$ cat src/rtl/memory_arbiter_if.sv
// ============================================================================
// Module  : memory_arbiter_if
// Brief   : Requester and RAM-side signal bundle for memory_arbiter.
// Rev     : 1.0
// ============================================================================
`default_nettype none

interface memory_arbiter_if;
   logic        iREN;
   logic [31:0] iaddr;
   logic        dREN;
   logic        dWEN;
   logic [31:0] daddr;
   logic [31:0] dstore;
   logic [1:0]  ramstate;
   logic [31:0] ramload;
   logic        ramREN;
   logic        ramWEN;
   logic [31:0] ramaddr;
   logic [31:0] ramstore;
   logic        iwait;
   logic        dwait;
   logic [31:0] iload;
   logic [31:0] dload;
   logic        ram_err;

   // Arbiter side
   modport slave (
      input  iREN, iaddr, dREN, dWEN, daddr, dstore, ramstate, ramload,
      output ramREN, ramWEN, ramaddr, ramstore, iwait, dwait, iload, dload, ram_err
   );

   // Requester / RAM side
   modport master (
      output iREN, iaddr, dREN, dWEN, daddr, dstore, ramstate, ramload,
      input  ramREN, ramWEN, ramaddr, ramstore, iwait, dwait, iload, dload, ram_err
   );
endinterface

`default_nettype wire

$ cat src/rtl/memory_arbiter.sv
// ============================================================================
// Module  : memory_arbiter
// Brief   : Two-requester RAM arbiter, data priority with instruction anti-starvation.
// Rev     : 1.0
// ============================================================================
`default_nettype none

module memory_arbiter #(
   parameter int STARVE_LIMIT = 4
) (
   input  logic             clk,
   input  logic             rst,
   memory_arbiter_if.slave  bus
);

   localparam int           c_CNT_W      = $clog2(STARVE_LIMIT + 1);
   localparam logic [1:0]   c_IDLE       = 2'd0;
   localparam logic [1:0]   c_DGRANT     = 2'd1;
   localparam logic [1:0]   c_IGRANT     = 2'd2;
   localparam logic [1:0]   c_RAM_ACCESS = 2'd2;
   localparam logic [1:0]   c_RAM_ERROR  = 2'd3;
   localparam logic [c_CNT_W-1:0] c_LIMIT = c_CNT_W'(STARVE_LIMIT);

   logic [1:0]         r_state;
   logic [1:0]         w_state_nxt;
   logic [c_CNT_W-1:0] r_starve_cnt;
   logic [c_CNT_W-1:0] w_starve_nxt;
   logic [31:0]        r_addr;
   logic [31:0]        r_store;
   logic               r_wen;
   logic               w_grant;
   logic               w_access;
   logic               w_error;
   logic               w_dwin;
   logic               w_iwin;
   logic               w_idone;
   logic               w_ddone;

   assign w_grant  = (r_state == c_DGRANT) || (r_state == c_IGRANT);
   assign w_access = w_grant && (bus.ramstate == c_RAM_ACCESS);
   assign w_error  = w_grant && (bus.ramstate == c_RAM_ERROR);
   assign w_idone  = (r_state == c_IGRANT) && w_access;
   assign w_ddone  = (r_state == c_DGRANT) && w_access;

   // Data wins unless instruction has waited out STARVE_LIMIT data grants
   assign w_dwin = (r_state == c_IDLE) && (bus.dREN || bus.dWEN)
                   && !(bus.iREN && (r_starve_cnt == c_LIMIT));
   assign w_iwin = (r_state == c_IDLE) && !w_dwin && bus.iREN;

   always_comb begin
      w_state_nxt = r_state;
      case (r_state)
         c_IDLE: begin
            if (w_dwin)
               w_state_nxt = c_DGRANT;
            else if (w_iwin)
               w_state_nxt = c_IGRANT;
         end
         c_DGRANT, c_IGRANT: begin
            if (w_access || w_error)
               w_state_nxt = c_IDLE;
         end
         default: w_state_nxt = c_IDLE;
      endcase
   end

   always_comb begin
      w_starve_nxt = r_starve_cnt;
      if (w_ddone) begin
         if (!bus.iREN)
            w_starve_nxt = '0;
         else if (r_starve_cnt != c_LIMIT)
            w_starve_nxt = r_starve_cnt + c_CNT_W'(1);
      end else if (w_idone) begin
         w_starve_nxt = '0;
      end
   end

   always_ff @(posedge clk or posedge rst) begin
      if (rst) begin
         r_state      <= c_IDLE;
         r_starve_cnt <= '0;
         r_addr       <= '0;
         r_store      <= '0;
         r_wen        <= 1'b0;
      end else begin
         r_state      <= w_state_nxt;
         r_starve_cnt <= w_starve_nxt;
         if (w_dwin) begin
            r_addr  <= bus.daddr;
            r_store <= bus.dstore;
            r_wen   <= bus.dWEN;
         end else if (w_iwin) begin
            r_addr  <= bus.iaddr;
            r_store <= '0;
            r_wen   <= 1'b0;
         end
      end
   end

   // RAM side is driven purely from latched state so requesters may change freely
   assign bus.ramREN   = (r_state == c_IGRANT) || ((r_state == c_DGRANT) && !r_wen);
   assign bus.ramWEN   = (r_state == c_DGRANT) && r_wen;
   assign bus.ramaddr  = r_addr;
   assign bus.ramstore = r_store;

   assign bus.iwait   = !w_idone;
   assign bus.dwait   = !w_ddone;
   assign bus.iload   = w_idone ? bus.ramload : 32'h0;
   assign bus.dload   = w_ddone ? bus.ramload : 32'h0;
   assign bus.ram_err = w_error;

endmodule

`default_nettype wire

$ cat src/flat_wrapper.sv
// flat-port wrapper written by rule: the top's interface ports become plain ports
module memory_arbiter_flat 
#(
   parameter int STARVE_LIMIT = 4
)
  (clk, rst, bus_iREN, bus_iaddr, bus_dREN, bus_dWEN, bus_daddr, bus_dstore, bus_ramstate, bus_ramload, bus_ramREN, bus_ramWEN, bus_ramaddr, bus_ramstore, bus_iwait, bus_dwait, bus_iload, bus_dload, bus_ram_err);
  memory_arbiter_if bus_i ();
  input  logic clk;
  input  logic rst;
  input wire logic [$bits(bus_i.iREN)-1:0] bus_iREN;
  input wire logic [$bits(bus_i.iaddr)-1:0] bus_iaddr;
  input wire logic [$bits(bus_i.dREN)-1:0] bus_dREN;
  input wire logic [$bits(bus_i.dWEN)-1:0] bus_dWEN;
  input wire logic [$bits(bus_i.daddr)-1:0] bus_daddr;
  input wire logic [$bits(bus_i.dstore)-1:0] bus_dstore;
  input wire logic [$bits(bus_i.ramstate)-1:0] bus_ramstate;
  input wire logic [$bits(bus_i.ramload)-1:0] bus_ramload;
  output wire logic [$bits(bus_i.ramREN)-1:0] bus_ramREN;
  output wire logic [$bits(bus_i.ramWEN)-1:0] bus_ramWEN;
  output wire logic [$bits(bus_i.ramaddr)-1:0] bus_ramaddr;
  output wire logic [$bits(bus_i.ramstore)-1:0] bus_ramstore;
  output wire logic [$bits(bus_i.iwait)-1:0] bus_iwait;
  output wire logic [$bits(bus_i.dwait)-1:0] bus_dwait;
  output wire logic [$bits(bus_i.iload)-1:0] bus_iload;
  output wire logic [$bits(bus_i.dload)-1:0] bus_dload;
  output wire logic [$bits(bus_i.ram_err)-1:0] bus_ram_err;
  assign bus_i.iREN = bus_iREN;
  assign bus_i.iaddr = bus_iaddr;
  assign bus_i.dREN = bus_dREN;
  assign bus_i.dWEN = bus_dWEN;
  assign bus_i.daddr = bus_daddr;
  assign bus_i.dstore = bus_dstore;
  assign bus_i.ramstate = bus_ramstate;
  assign bus_i.ramload = bus_ramload;
  assign bus_ramREN = bus_i.ramREN;
  assign bus_ramWEN = bus_i.ramWEN;
  assign bus_ramaddr = bus_i.ramaddr;
  assign bus_ramstore = bus_i.ramstore;
  assign bus_iwait = bus_i.iwait;
  assign bus_dwait = bus_i.dwait;
  assign bus_iload = bus_i.iload;
  assign bus_dload = bus_i.dload;
  assign bus_ram_err = bus_i.ram_err;
  memory_arbiter #(.STARVE_LIMIT(STARVE_LIMIT)) u_core (.clk(clk), .rst(rst), .bus(bus_i));
endmodule
$ cat config.mk
export PLATFORM = sky130hd
export DESIGN_NAME = memory_arbiter_flat
export DESIGN_NICKNAME = d
export VERILOG_FILES = /design/src/rtl/memory_arbiter_if.sv /design/src/rtl/memory_arbiter.sv /design/src/flat_wrapper.sv
export SDC_FILE = /design/constraint.sdc
export NUM_CORES = 1
export LEC_CHECK = 0
export ABC_AREA = 1
export BUFFER_PORTS_ARGS = -buffer_cell sky130_fd_sc_hd__buf_2
export CELL_PAD_IN_SITES_DETAIL_PLACEMENT = 2
export CELL_PAD_IN_SITES_GLOBAL_PLACEMENT = 2
export CORE_MARGIN = 2
export CORE_UTILIZATION = 22
export CTS_CLUSTER_DIAMETER = 60
export CTS_CLUSTER_SIZE = 24
export DETAILED_ROUTE_END_ITERATION = 10
export GPL_ROUTABILITY_DRIVEN = 0
export PLACE_DENSITY_LB_ADDON = 0.1
export SLEW_MARGIN = 15
export SYNTH_ARGS = -nofsm -noshare
export SYNTH_HDL_FRONTEND = slang
export SYNTH_SLANG_ARGS = --single-unit
$ cat constraint.sdc
create_clock -name clk -period 3.75 [get_ports clk]
set_clock_uncertainty 0.1 [all_clocks]
set_input_delay 0.75 -clock clk [delete_from_list [all_inputs] [get_ports clk]]
set_output_delay 0.75 -clock clk [all_outputs]
set_load 0.05 [all_outputs]
==> flow_results.xml, run 1 <==
<?xml version="1.0" encoding="UTF-8"?>
<metrics>
  <group name="routing">
    <metric name="route.detailed.wl_per_inst" unit="um">17.4</metric>
    <metric name="num_vias" unit="">4433</metric>
    <metric name="route.detailed.drc" unit="">0</metric>
    <metric name="drt_iter0_markers" unit="">107</metric>
    <metric name="drt-vias-per-instance" unit="">4.62</metric>
    <metric name="antenna_left" unit="">0</metric>
    <metric name="drt_first_pass_iters" unit="">4</metric>
    <metric name="route.final.wire_length" unit="mm">16.7</metric>
  </group>
  <group name="synthesis">
    <metric name="largest_family_of_logic_cells_by_synthesized_area" unit="">simple AND/OR/NAND/NOR gates</metric>
    <metric name="syn-mean-instance-area" unit="sq um">7.66</metric>
    <metric name="yosys_warnings" unit="">0</metric>
    <metric name="synth_area" unit="sq mm">0.00374</metric>
    <metric name="xor_xnor_share_of_the_synthesized_area" unit="%">0</metric>
    <metric name="post_synth_inst_count" unit="">489</metric>
    <metric name="post_synth_mux_area_share" unit="%">0</metric>
    <metric name="synth-compound-area-share" unit="%">0.334</metric>
    <metric name="synth-seq-area-share" unit="%">46.8</metric>
    <metric name="synth-simple-area-share" unit="%">40.1</metric>
    <metric name="synth_top_area_cell" unit="">dfrtp_1</metric>
    <metric name="ys_ff_latch" unit="">70</metric>
    <metric name="synth.distinct_cells" unit="">19</metric>
    <metric name="syn_nets" unit="">629</metric>
    <metric name="synthAdderAreaFrac" unit="%">1.67</metric>
    <metric name="proportion_of_netlist_area_held_by_the_largest_area_contributor" unit="%">46.8</metric>
    <metric name="netlist_top_cells_area" unit="">dfrtp_1 (47%), nand3_1 (27%), nor2_1 (6.7%)</metric>
  </group>
  <group name="final_layout">
    <metric name="layout.cells.most_common_list" unit="">buf_2 (267), nand3_1 (200), dfrtp_1 (70), nor2_1 (67), nand2_1 (46)</metric>
    <metric name="finished_layout_cells" unit="">960</metric>
    <metric name="post_route_cells_drive_above_1_share" unit="%">40.5</metric>
    <metric name="syn_to_final_growth" unit="%">47.2</metric>
    <metric name="fin_nets" unit="">875</metric>
    <metric name="most_common_library_cell_in_the_layout_ignoring_fill_and_taps" unit="">buf_2</metric>
  </group>
  <group name="worst_hold_path">
    <metric name="holdPathEnd" unit="">u_core.bus.ramstore[21]</metric>
    <metric name="min-delay-start" unit="">u_core.bus.ramstore[21]</metric>
    <metric name="holdPathStages" unit="">2</metric>
    <metric name="hold_path.class" unit="">flop to flop</metric>
  </group>
  <group name="clock_network">
    <metric name="clk_transition_reported_paths" unit="ns">0.06</metric>
    <metric name="cts_htree_levels" unit="">3</metric>
    <metric name="clock_tree_from_tritoncts" unit="">done</metric>
    <metric name="cts-root-to-sink-buffers" unit="">2</metric>
    <metric name="root_buffer_master" unit="">clkbuf_16</metric>
    <metric name="post_cts_hold_buffer_count" unit="">0</metric>
    <metric name="post-cts-setup-buffers" unit="">0</metric>
    <metric name="cts_inserted_buffers" unit="">9</metric>
    <metric name="postCtsResizedCells" unit="">0</metric>
    <metric name="clock-sinks" unit="">70</metric>
    <metric name="clock_latency" unit="ns">0.33</metric>
  </group>
  <group name="run_status">
    <metric name="outcome" unit="">finished, final reports clean</metric>
  </group>
  <group name="timing">
    <metric name="tightest_slew_margin_relative_to_the_limit" unit="%">42.5</metric>
    <metric name="report.final.setup_viol" unit="">0</metric>
    <metric name="finalHoldViolations" unit="">0</metric>
    <metric name="period_needed" unit="ns">3.07</metric>
    <metric name="tightest_slew" unit="ns">0.861</metric>
    <metric name="final_count_of_pins_violating_max_slew" unit="">0</metric>
    <metric name="grt_setup_unrepaired" unit="">false</metric>
    <metric name="final.setup.worst_slack" unit="ns">0.676</metric>
    <metric name="finalCritPeriodShare" unit="%">82.0</metric>
    <metric name="setup_total_negative_slack" unit="ns">0</metric>
    <metric name="fmax" unit="GHz">0.325</metric>
  </group>
  <group name="worst_setup_path">
    <metric name="critical-path-slowest-cell" unit="">dfrtp_1</metric>
    <metric name="worstSetupEndpointType" unit="">output pin</metric>
    <metric name="worstPathArrival" unit="ns">2.22</metric>
    <metric name="worst-r2r-cell-count" unit="">6</metric>
    <metric name="crit_path_cell_trace" unit="">inv_1 &gt; ha_1 &gt; nand3_1 &gt; nor2_2 &gt; inv_2 &gt; nor2_1 &gt; buf_2</metric>
    <metric name="critical_path.max_stage_delay" unit="ns">0.39</metric>
    <metric name="required_time_of_the_worst_setup_path" unit="ns">2.90</metric>
    <metric name="path_buf_inv" unit="">3</metric>
    <metric name="crit-reg2reg-launch" unit="">u_core.r_state[0]</metric>
    <metric name="timing_worst_setup_path_type" unit="">flop to output pin</metric>
    <metric name="cpLargestDelayFamily" unit="">buffers and inverters</metric>
    <metric name="worst_reg_to_reg_setup_slack" unit="ns">1.45</metric>
    <metric name="critPathLaunchType" unit="">flop</metric>
    <metric name="regToRegEndpoint" unit="">u_core.bus.ramaddr[22]</metric>
    <metric name="path_max_fanout" unit="">33</metric>
  </group>
  <group name="placement">
    <metric name="hpwl_after_dpl" unit="mm">12.1</metric>
    <metric name="detailedPlace.worstSlack" unit="ns">0.953</metric>
    <metric name="port_buffers" unit="">267</metric>
    <metric name="post-place-cells" unit="">944</metric>
  </group>
  <group name="floorplanning">
    <metric name="die_width" unit="um">134</metric>
    <metric name="num_rows" unit="">47</metric>
    <metric name="core_region_area" unit="sq mm">0.0166</metric>
    <metric name="ioPinCount" unit="">268</metric>
    <metric name="die_area" unit="sq mm">0.0181</metric>
    <metric name="initial_core_util" unit="%">22.6</metric>
    <metric name="die_h" unit="um">134</metric>
  </group>
  <group name="global_route">
    <metric name="antenna_violations_before_repair" unit="">2</metric>
    <metric name="grt_pass1_wl" unit="mm">26.7</metric>
    <metric name="gr-total-overflow" unit="">0</metric>
    <metric name="grt_start_max_net_pins" unit="">71</metric>
    <metric name="grt_pass1_vias" unit="">4930</metric>
    <metric name="gr-usage-all-layers" unit="%">18.5</metric>
  </group>
  <group name="power_and_ir_drop">
    <metric name="total_leakage_power" unit="nW">3.29</metric>
    <metric name="worst_ir_drop_on_vdd" unit="uV">378</metric>
    <metric name="pwr_density_cell" unit="mW/mm^2">944</metric>
  </group>
  <group name="run">
    <metric name="drv.max_cap_violation_count" unit="">0</metric>
  </group>
</metrics>
layer usage:
layer  GRT usage (%)  routed length, um
met1            22.2               6880
met2            33.0               8520
met3            5.59               1140
met4            3.45                191
met5               0                 13
worst register-to-register path: cells and delay by family, from the launching register on:
family                   cells  cell delay, ns
buffers and inverters        2            0.59
flip-flops                   1            0.39
adder cells (fa/ha/maj)      1            0.28
AND/OR/NAND/NOR              3            0.88
cells in the mapped netlist:
| library cell | instances |
|---|---|
| nand4_1 | 4 |
| o21ai_0 | 1 |
| buf_4 | 7 |
| nand2_1 | 48 |
| nor2_1 | 67 |
| nand2_2 | 1 |
| nor2_2 | 2 |
| nand3b_1 | 1 |
| o21bai_1 | 1 |
| inv_1 | 44 |
| buf_2 | 26 |
| ha_1 | 5 |
| buf_6 | 4 |
| clkbuf_1 | 3 |
| nor2_4 | 1 |
| inv_2 | 3 |
| and3_1 | 1 |
| dfrtp_1 | 70 |
| nand3_1 | 200 |
through the flow:
stage                     power [mW]  instance area, sq um  util [%]  hold slack [ns]
after floorplan                 3.56                  3740         -            0.370
after global placement          4.25                  5190      31.3            0.378
after detailed placement        4.34                  5190      31.3            0.387
after CTS                       5.30                  5510      33.2            0.402
after global routing            5.56                  5510      33.2            0.433
final                           5.20                  5510      33.2            0.398
registers in the layout, summed over array words and instances (netlist names):
register             count
u_core.bus.ramaddr      32
u_core.bus.ramstore     32
u_core.r_starve_cnt      3
u_core.r_state           2
u_core.r_wen             1
layout make-up:
class | count | area, sq um
Fill cell | 2017 | 11100
Clock buffer | 10 | 229
Inverter | 47 | 176
Antenna cell | 1 | 2.50
Multi-Input combinational cell | 332 | 1580
Timing Repair Buffer | 275 | 1410
Tap cell | 220 | 275
Clock inverter | 5 | 83.8
Sequential cell | 70 | 1750
kinds of logic (layout without fill, tap and decap cells):
kind of cell | after synthesis | count (layout)
other | 0 | 1
AND/OR/NAND/NOR | 325 | 325
buffers and inverters | 87 | 337
flip-flops | 70 | 70
AO/OA/AOI/OAI | 2 | 2
adder cells (fa/ha/maj) | 5 | 5
worst max path at each step:
| stage | from | to | cells after the start |
|---|---|---|---|
| CTS | u_core.r_state[0] | bus_dload[26] | 7 |
| global route | u_core.r_state[0] | bus_dload[23] | 7 |
| global placement | bus_ramstate[0] | bus_dload[23] | 7 |
| detailed placement | bus_ramstate[0] | bus_dload[26] | 7 |
| finish | u_core.r_state[0] | bus_dload[26] | 7 |
| floorplan | bus_ramstate[0] | bus_dload[22] | 6 |
power by group:
| group | total [mW] | internal [mW] | switching, mW |
|---|---|---|---|
| Combinational | 2.98 | 0.652 | 2.33 |
| Sequential | 1.30 | 1.10 | 0.193 |
| Clock | 0.927 | 0.582 | 0.345 |
Power figures use the tool's default switching activity.
==> run 2, diff against run 1 <==
CORE_UTILIZATION = 20   (was 22)
clock period = 3 ns   (was 3.75 ns; I/O delays follow)
==> run 2 against run 1 <==
Sequential share of layout area decreased by 0.23 points. Die area increased by 9.7%. Setup slack got worse by 0.42 ns. Combinational power increased by 26%. Sequential power increased by 25%. Largest cell class unchanged.
==> flow_results.xml, run 2 (synthesis results as in run 1) <==
<?xml version="1.0" encoding="UTF-8"?>
<metrics>
  <group name="routing">
    <metric name="route.detailed.wl_per_inst" unit="um">17.0</metric>
    <metric name="num_vias" unit="">4499</metric>
    <metric name="route.detailed.drc" unit="">0</metric>
    <metric name="drt_first_pass_iters" unit="">5</metric>
    <metric name="route.final.wire_length" unit="mm">16.7</metric>
    <metric name="antenna_left" unit="">0</metric>
    <metric name="drt-vias-per-instance" unit="">4.60</metric>
    <metric name="drt_iter0_markers" unit="">166</metric>
  </group>
  <group name="clock_network">
    <metric name="clock-sinks" unit="">70</metric>
    <metric name="cts-root-to-sink-buffers" unit="">2</metric>
    <metric name="cts_htree_levels" unit="">3</metric>
    <metric name="post_cts_hold_buffer_count" unit="">0</metric>
    <metric name="cts_inserted_buffers" unit="">9</metric>
    <metric name="clk_transition_reported_paths" unit="ns">0.06</metric>
    <metric name="post-cts-setup-buffers" unit="">0</metric>
    <metric name="postCtsResizedCells" unit="">0</metric>
    <metric name="clock_latency" unit="ns">0.33</metric>
    <metric name="root_buffer_master" unit="">clkbuf_16</metric>
    <metric name="clock_tree_from_tritoncts" unit="">done</metric>
  </group>
  <group name="timing">
    <metric name="setup_total_negative_slack" unit="ns">0</metric>
    <metric name="report.final.setup_viol" unit="">0</metric>
    <metric name="fmax" unit="GHz">0.364</metric>
    <metric name="finalCritPeriodShare" unit="%">91.6</metric>
    <metric name="final_count_of_pins_violating_max_slew" unit="">0</metric>
    <metric name="tightest_slew" unit="ns">0.811</metric>
    <metric name="finalHoldViolations" unit="">0</metric>
    <metric name="grt_setup_unrepaired" unit="">false</metric>
    <metric name="tightest_slew_margin_relative_to_the_limit" unit="%">45.9</metric>
    <metric name="period_needed" unit="ns">2.75</metric>
  </group>
  <group name="final_layout">
    <metric name="most_common_library_cell_in_the_layout_ignoring_fill_and_taps" unit="">buf_2</metric>
    <metric name="fin_nets" unit="">877</metric>
    <metric name="layout.filler_cells" unit="">2276</metric>
    <metric name="syn_to_final_growth" unit="%">48.2</metric>
    <metric name="finished_layout_cells" unit="">978</metric>
    <metric name="post-route-cell-area" unit="sq mm">0.00555</metric>
    <metric name="post_route_cells_drive_above_1_share" unit="%">40.8</metric>
    <metric name="utilization" unit="%">30.0</metric>
    <metric name="layout.cells.most_common_list" unit="">buf_2 (267), nand3_1 (200), dfrtp_1 (70), nor2_1 (67), nand2_1 (46)</metric>
  </group>
  <group name="run_status">
    <metric name="outcome" unit="">finished, final reports clean</metric>
  </group>
  <group name="placement">
    <metric name="placed_area" unit="sq mm">0.00524</metric>
    <metric name="port_buffers" unit="">267</metric>
    <metric name="post-place-cells" unit="">960</metric>
    <metric name="hpwl_after_dpl" unit="mm">12.1</metric>
  </group>
  <group name="worst_setup_path">
    <metric name="timing_worst_setup_path_type" unit="">flop to output pin</metric>
    <metric name="worst_reg_to_reg_setup_slack" unit="ns">0.90</metric>
    <metric name="worst-r2r-cell-count" unit="">9</metric>
    <metric name="critPathLaunchType" unit="">flop</metric>
    <metric name="path_max_fanout" unit="">33</metric>
    <metric name="worstSetupEndpointType" unit="">output pin</metric>
    <metric name="crit-reg2reg-launch" unit="">u_core.r_starve_cnt[0]</metric>
    <metric name="required_time_of_the_worst_setup_path" unit="ns">2.30</metric>
    <metric name="worstPathArrival" unit="ns">2.05</metric>
    <metric name="regToRegEndpoint" unit="">u_core.r_starve_cnt[1]</metric>
  </group>
  <group name="floorplanning">
    <metric name="initial_core_util" unit="%">20.2</metric>
    <metric name="core_region_area" unit="sq mm">0.0185</metric>
    <metric name="die_h" unit="um">141</metric>
    <metric name="ioPinCount" unit="">268</metric>
    <metric name="num_rows" unit="">50</metric>
    <metric name="die_area" unit="sq mm">0.0198</metric>
    <metric name="die_width" unit="um">141</metric>
  </group>
  <group name="global_route">
    <metric name="grt_pass1_wl" unit="mm">26.5</metric>
    <metric name="grt_pass1_vias" unit="">4919</metric>
    <metric name="gr-total-overflow" unit="">0</metric>
    <metric name="antenna_violations_before_repair" unit="">2</metric>
    <metric name="grt_start_max_net_pins" unit="">71</metric>
    <metric name="gr-usage-all-layers" unit="%">16.9</metric>
  </group>
  <group name="run">
    <metric name="drv.max_cap_violation_count" unit="">0</metric>
  </group>
  <group name="power_and_ir_drop">
    <metric name="power" unit="mW">6.44</metric>
    <metric name="worst_ir_drop_on_vdd" unit="uV">379</metric>
    <metric name="pwr_density_cell" unit="mW/mm^2">1160</metric>
    <metric name="total_leakage_power" unit="nW">3.30</metric>
  </group>
  <group name="worst_hold_path">
    <metric name="hold_path.class" unit="">primary input to asynchronous set/reset pin</metric>
  </group>
</metrics>
[run 2: changes by cell type in the layout (fill, tap and decap cells not counted)]
cell and delta:
buf_4 +1, inv_4 +1, buf_12 +1, clkinv_4 +2
inv_6 -1, clkbuf_8 +3, clkinv_2 +2, clkinvlp_4 -1
clkbuf_1 -1, diode_2 +1, bufinv_16 -2, inv_2 -2
nor2_4 +1, nor2_2 -1
[run 2: cell type report]
class	instances	area (sq um)	share of cell area (%)
Timing Repair Buffer	277	1440	25.9
Antenna cell	2	5.00	0.0902
Clock inverter	4	30.0	0.541
Inverter	47	180	3.25
Tap cell	234	293	5.28
Clock buffer	12	267	4.80
Sequential cell	70	1750	31.6
Multi-Input combinational cell	332	1590	28.6
[run 2: worst max path at each step]
stage,start,end,slack [ns],cells after the start
2_1_floorplan,u_core.r_state[0],bus_dload[22],0.31,7
3_3_place_gp,u_core.r_state[0],bus_dload[2],0.59,7
3_5_place_dp,u_core.r_state[0],bus_dload[3],0.41,7
4_1_cts,u_core.r_state[0],bus_dload[3],0.04,7
5_1_grt,u_core.r_state[0],bus_dload[20],0.07,7
6_report,u_core.r_state[0],bus_dload[3],0.25,7
[run 2: worst max-delay path: stages (launching register included)]
cell     delay (ns)
dfrtp_1        0.38
inv_1          0.08
ha_1           0.35
nand3_1        0.14
nor2_4         0.18
inv_4          0.16
nor2_1         0.14
buf_2          0.28
[run 2: where the power goes]
part           leakage [nW]  switching (mW)  internal (mW)
combinational          2.28            2.92          0.838
clock                 0.145           0.439          0.630
sequential            0.876           0.239           1.38
total                  3.30            3.60           2.85
[run 2: layer usage]
layer  global-route usage (%)  wire length, um  up-vias
met5                        0                0        -
met4                     5.26              274        0
met3                     4.69             1150       19
met2                     30.3             8350      171
met1                     19.6             6890     2207
li1                         -                -     2102
[run 2: per-stage QoR]
stage               hold slack [ns]  setup WS, ns
finish                        0.254         0.252
global route                  0.305        0.0715
CTS                           0.273        0.0400
detailed placement            0.388         0.415
global placement              0.377         0.585
floorplan                     0.370         0.305
==> run 3, diff against run 2 <==
CORE_UTILIZATION = 22   (was 20)
REMOVE_ABC_BUFFERS = 1   (was default)
clock period = 3.38 ns   (was 3 ns; I/O delays follow)
==> run 3 against run 2 <==
Routed wire length is 0.77% higher. Sequential power shrank 12%. Die area down 8.8%. First-iteration DRC count down 28%.
==> flow_results.xml, run 3 (synthesis results as in run 1) <==
<?xml version="1.0" encoding="UTF-8"?>
<metrics>
  <group name="timing">
    <metric name="report.final.setup_viol" unit="">0</metric>
    <metric name="final_count_of_pins_violating_max_slew" unit="">0</metric>
    <metric name="tightest_slew" unit="ns">0.797</metric>
    <metric name="tightest_slew_margin_relative_to_the_limit" unit="%">46.9</metric>
    <metric name="finalCritPeriodShare" unit="%">87.3</metric>
    <metric name="fmax" unit="GHz">0.339</metric>
    <metric name="finalHoldViolations" unit="">0</metric>
    <metric name="period_needed" unit="ns">2.95</metric>
    <metric name="fin_worst_hold_slack" unit="ns">0.319</metric>
    <metric name="final.setup.worst_slack" unit="ns">0.428</metric>
    <metric name="grt_setup_unrepaired" unit="">false</metric>
  </group>
  <group name="floorplanning">
    <metric name="core_region_area" unit="sq mm">0.0166</metric>
    <metric name="initial_core_util" unit="%">22.6</metric>
    <metric name="die_area" unit="sq mm">0.0181</metric>
    <metric name="die_h" unit="um">134</metric>
    <metric name="die_width" unit="um">134</metric>
    <metric name="ioPinCount" unit="">268</metric>
    <metric name="num_rows" unit="">47</metric>
  </group>
  <group name="clock_network">
    <metric name="clk_transition_reported_paths" unit="ns">0.06</metric>
    <metric name="cts-root-to-sink-buffers" unit="">2</metric>
    <metric name="postCtsResizedCells" unit="">0</metric>
    <metric name="post-cts-setup-buffers" unit="">0</metric>
    <metric name="clock_latency" unit="ns">0.32</metric>
    <metric name="clock_tree_from_tritoncts" unit="">done</metric>
    <metric name="root_buffer_master" unit="">clkbuf_16</metric>
    <metric name="cts_inserted_buffers" unit="">9</metric>
    <metric name="cts_htree_levels" unit="">3</metric>
    <metric name="post_cts_hold_buffer_count" unit="">0</metric>
    <metric name="clock-sinks" unit="">70</metric>
  </group>
  <group name="worst_setup_path">
    <metric name="worstSetupEndpointType" unit="">output pin</metric>
    <metric name="required_time_of_the_worst_setup_path" unit="ns">2.60</metric>
    <metric name="path_max_fanout" unit="">33</metric>
    <metric name="critPathLaunchType" unit="">flop</metric>
    <metric name="worstPathArrival" unit="ns">2.18</metric>
    <metric name="crit-reg2reg-launch" unit="">u_core.r_state[0]</metric>
    <metric name="timing_worst_setup_path_type" unit="">flop to output pin</metric>
    <metric name="cp_launch_point" unit="">u_core.r_state[0]</metric>
  </group>
  <group name="placement">
    <metric name="port_buffers" unit="">267</metric>
    <metric name="hpwl_after_dpl" unit="mm">12.2</metric>
    <metric name="detailedPlace.worstSlack" unit="ns">0.744</metric>
    <metric name="placed_area" unit="sq mm">0.00521</metric>
  </group>
  <group name="routing">
    <metric name="drt_first_pass_iters" unit="">4</metric>
    <metric name="route.detailed.wl_per_inst" unit="um">17.5</metric>
    <metric name="antenna_left" unit="">0</metric>
    <metric name="route.final.wire_length" unit="mm">16.8</metric>
    <metric name="route.detailed.drc" unit="">0</metric>
    <metric name="drt-vias-per-instance" unit="">4.62</metric>
    <metric name="num_vias" unit="">4432</metric>
    <metric name="drt_iter0_markers" unit="">119</metric>
  </group>
  <group name="final_layout">
    <metric name="n_antenna_cell" unit="">0</metric>
    <metric name="syn_to_final_growth" unit="%">47.7</metric>
    <metric name="post-route-cell-area" unit="sq mm">0.00553</metric>
    <metric name="fin_nets" unit="">875</metric>
    <metric name="layout.cells.most_common_list" unit="">buf_2 (267), nand3_1 (200), dfrtp_1 (70), nor2_1 (67), nand2_1 (46)</metric>
    <metric name="post_route_cells_drive_above_1_share" unit="%">40.7</metric>
    <metric name="most_common_library_cell_in_the_layout_ignoring_fill_and_taps" unit="">buf_2</metric>
  </group>
  <group name="global_route">
    <metric name="grt_start_max_net_pins" unit="">71</metric>
    <metric name="grt_pass1_wl" unit="mm">26.4</metric>
    <metric name="gr-usage-met3" unit="%">6.99</metric>
    <metric name="grt_util_met2" unit="%">33.3</metric>
    <metric name="antenna_violations_before_repair" unit="">2</metric>
    <metric name="gr-total-overflow" unit="">0</metric>
    <metric name="grt_pass1_vias" unit="">4896</metric>
    <metric name="grt-busiest-layer" unit="">met2</metric>
    <metric name="gr-usage-all-layers" unit="%">18.4</metric>
    <metric name="gr-usage-met1" unit="%">20.2</metric>
  </group>
  <group name="worst_hold_path">
    <metric name="hold_path.class" unit="">primary input to asynchronous set/reset pin</metric>
  </group>
  <group name="run">
    <metric name="drv.max_cap_violation_count" unit="">0</metric>
  </group>
  <group name="run_status">
    <metric name="outcome" unit="">finished, final reports clean</metric>
  </group>
  <group name="power_and_ir_drop">
    <metric name="total_leakage_power" unit="nW">3.30</metric>
    <metric name="worst_ir_drop_on_vdd" unit="uV">358</metric>
    <metric name="pwr_density_cell" unit="mW/mm^2">1050</metric>
  </group>
</metrics>
-- run 3: cell count changes in the layout (fill, tap and decap cells not counted), sizes merged, moves of 2 or more --
cell and change:
clkinv -2, inv +2, bufinv +2, buf -2
clkbuf -3, diode -2
-- run 3: worst paths after layout --
path	to	slack, ns	cells past startpoint
max	bus_dload[7]	0.43	7
min	u_core.bus.ramaddr[24]	0.32	3
max reg2reg	u_core.bus.ramaddr[24]	1.03	7
min reg2reg	u_core.bus.ramstore[23]	0.39	2
max in group asynchronous	u_core.bus.ramaddr[18]	2.52	3
min in group clk	u_core.bus.ramstore[23]	0.39	2
-- run 3: final cells by class --
class                      count  area (sq um)
fill                        2023         11100
sequential                    70          1750
multi-input combinational    332          1580
timing repair buffer         275          1420
tap                          220           275
clock buffer                   9           225
inverter                      47           176
clock inverter                 7          97.6
-- run 3: routing by layer --
metal  wire [um]  up-vias
met2        8450      179
met1        6530     2141
met5          11        -
met3        1580       14
li1            -     2096
met4         213        2
-- run 3: through the flow --
step | setup TNS [ns] | instances | total power [mW] | utilization, %
global route | 0 | 960 | 6.16 | 33.3
floorplan | -6.14 | 449 | 3.79 | -
finish | 0 | 960 | 5.78 | 33.3
detailed placement | 0 | 944 | 4.82 | 31.4
CTS | 0 | 960 | 5.89 | 33.3
global placement | 0 | 944 | 4.73 | 31.4
-- run 3: critical path, cell delays in order (launching register included) --
cell and delay, ns:
dfrtp_1 0.37, inv_1 0.07, ha_1 0.37, nand3_1 0.11
nor2_2 0.20, inv_2 0.26, nor2_1 0.18, buf_2 0.29
-- run 3: power breakdown --
part	internal, mW	switching, mW	leakage (nW)
clock	0.649	0.390	0.152
combinational	0.736	2.58	2.27
sequential	1.23	0.206	0.876
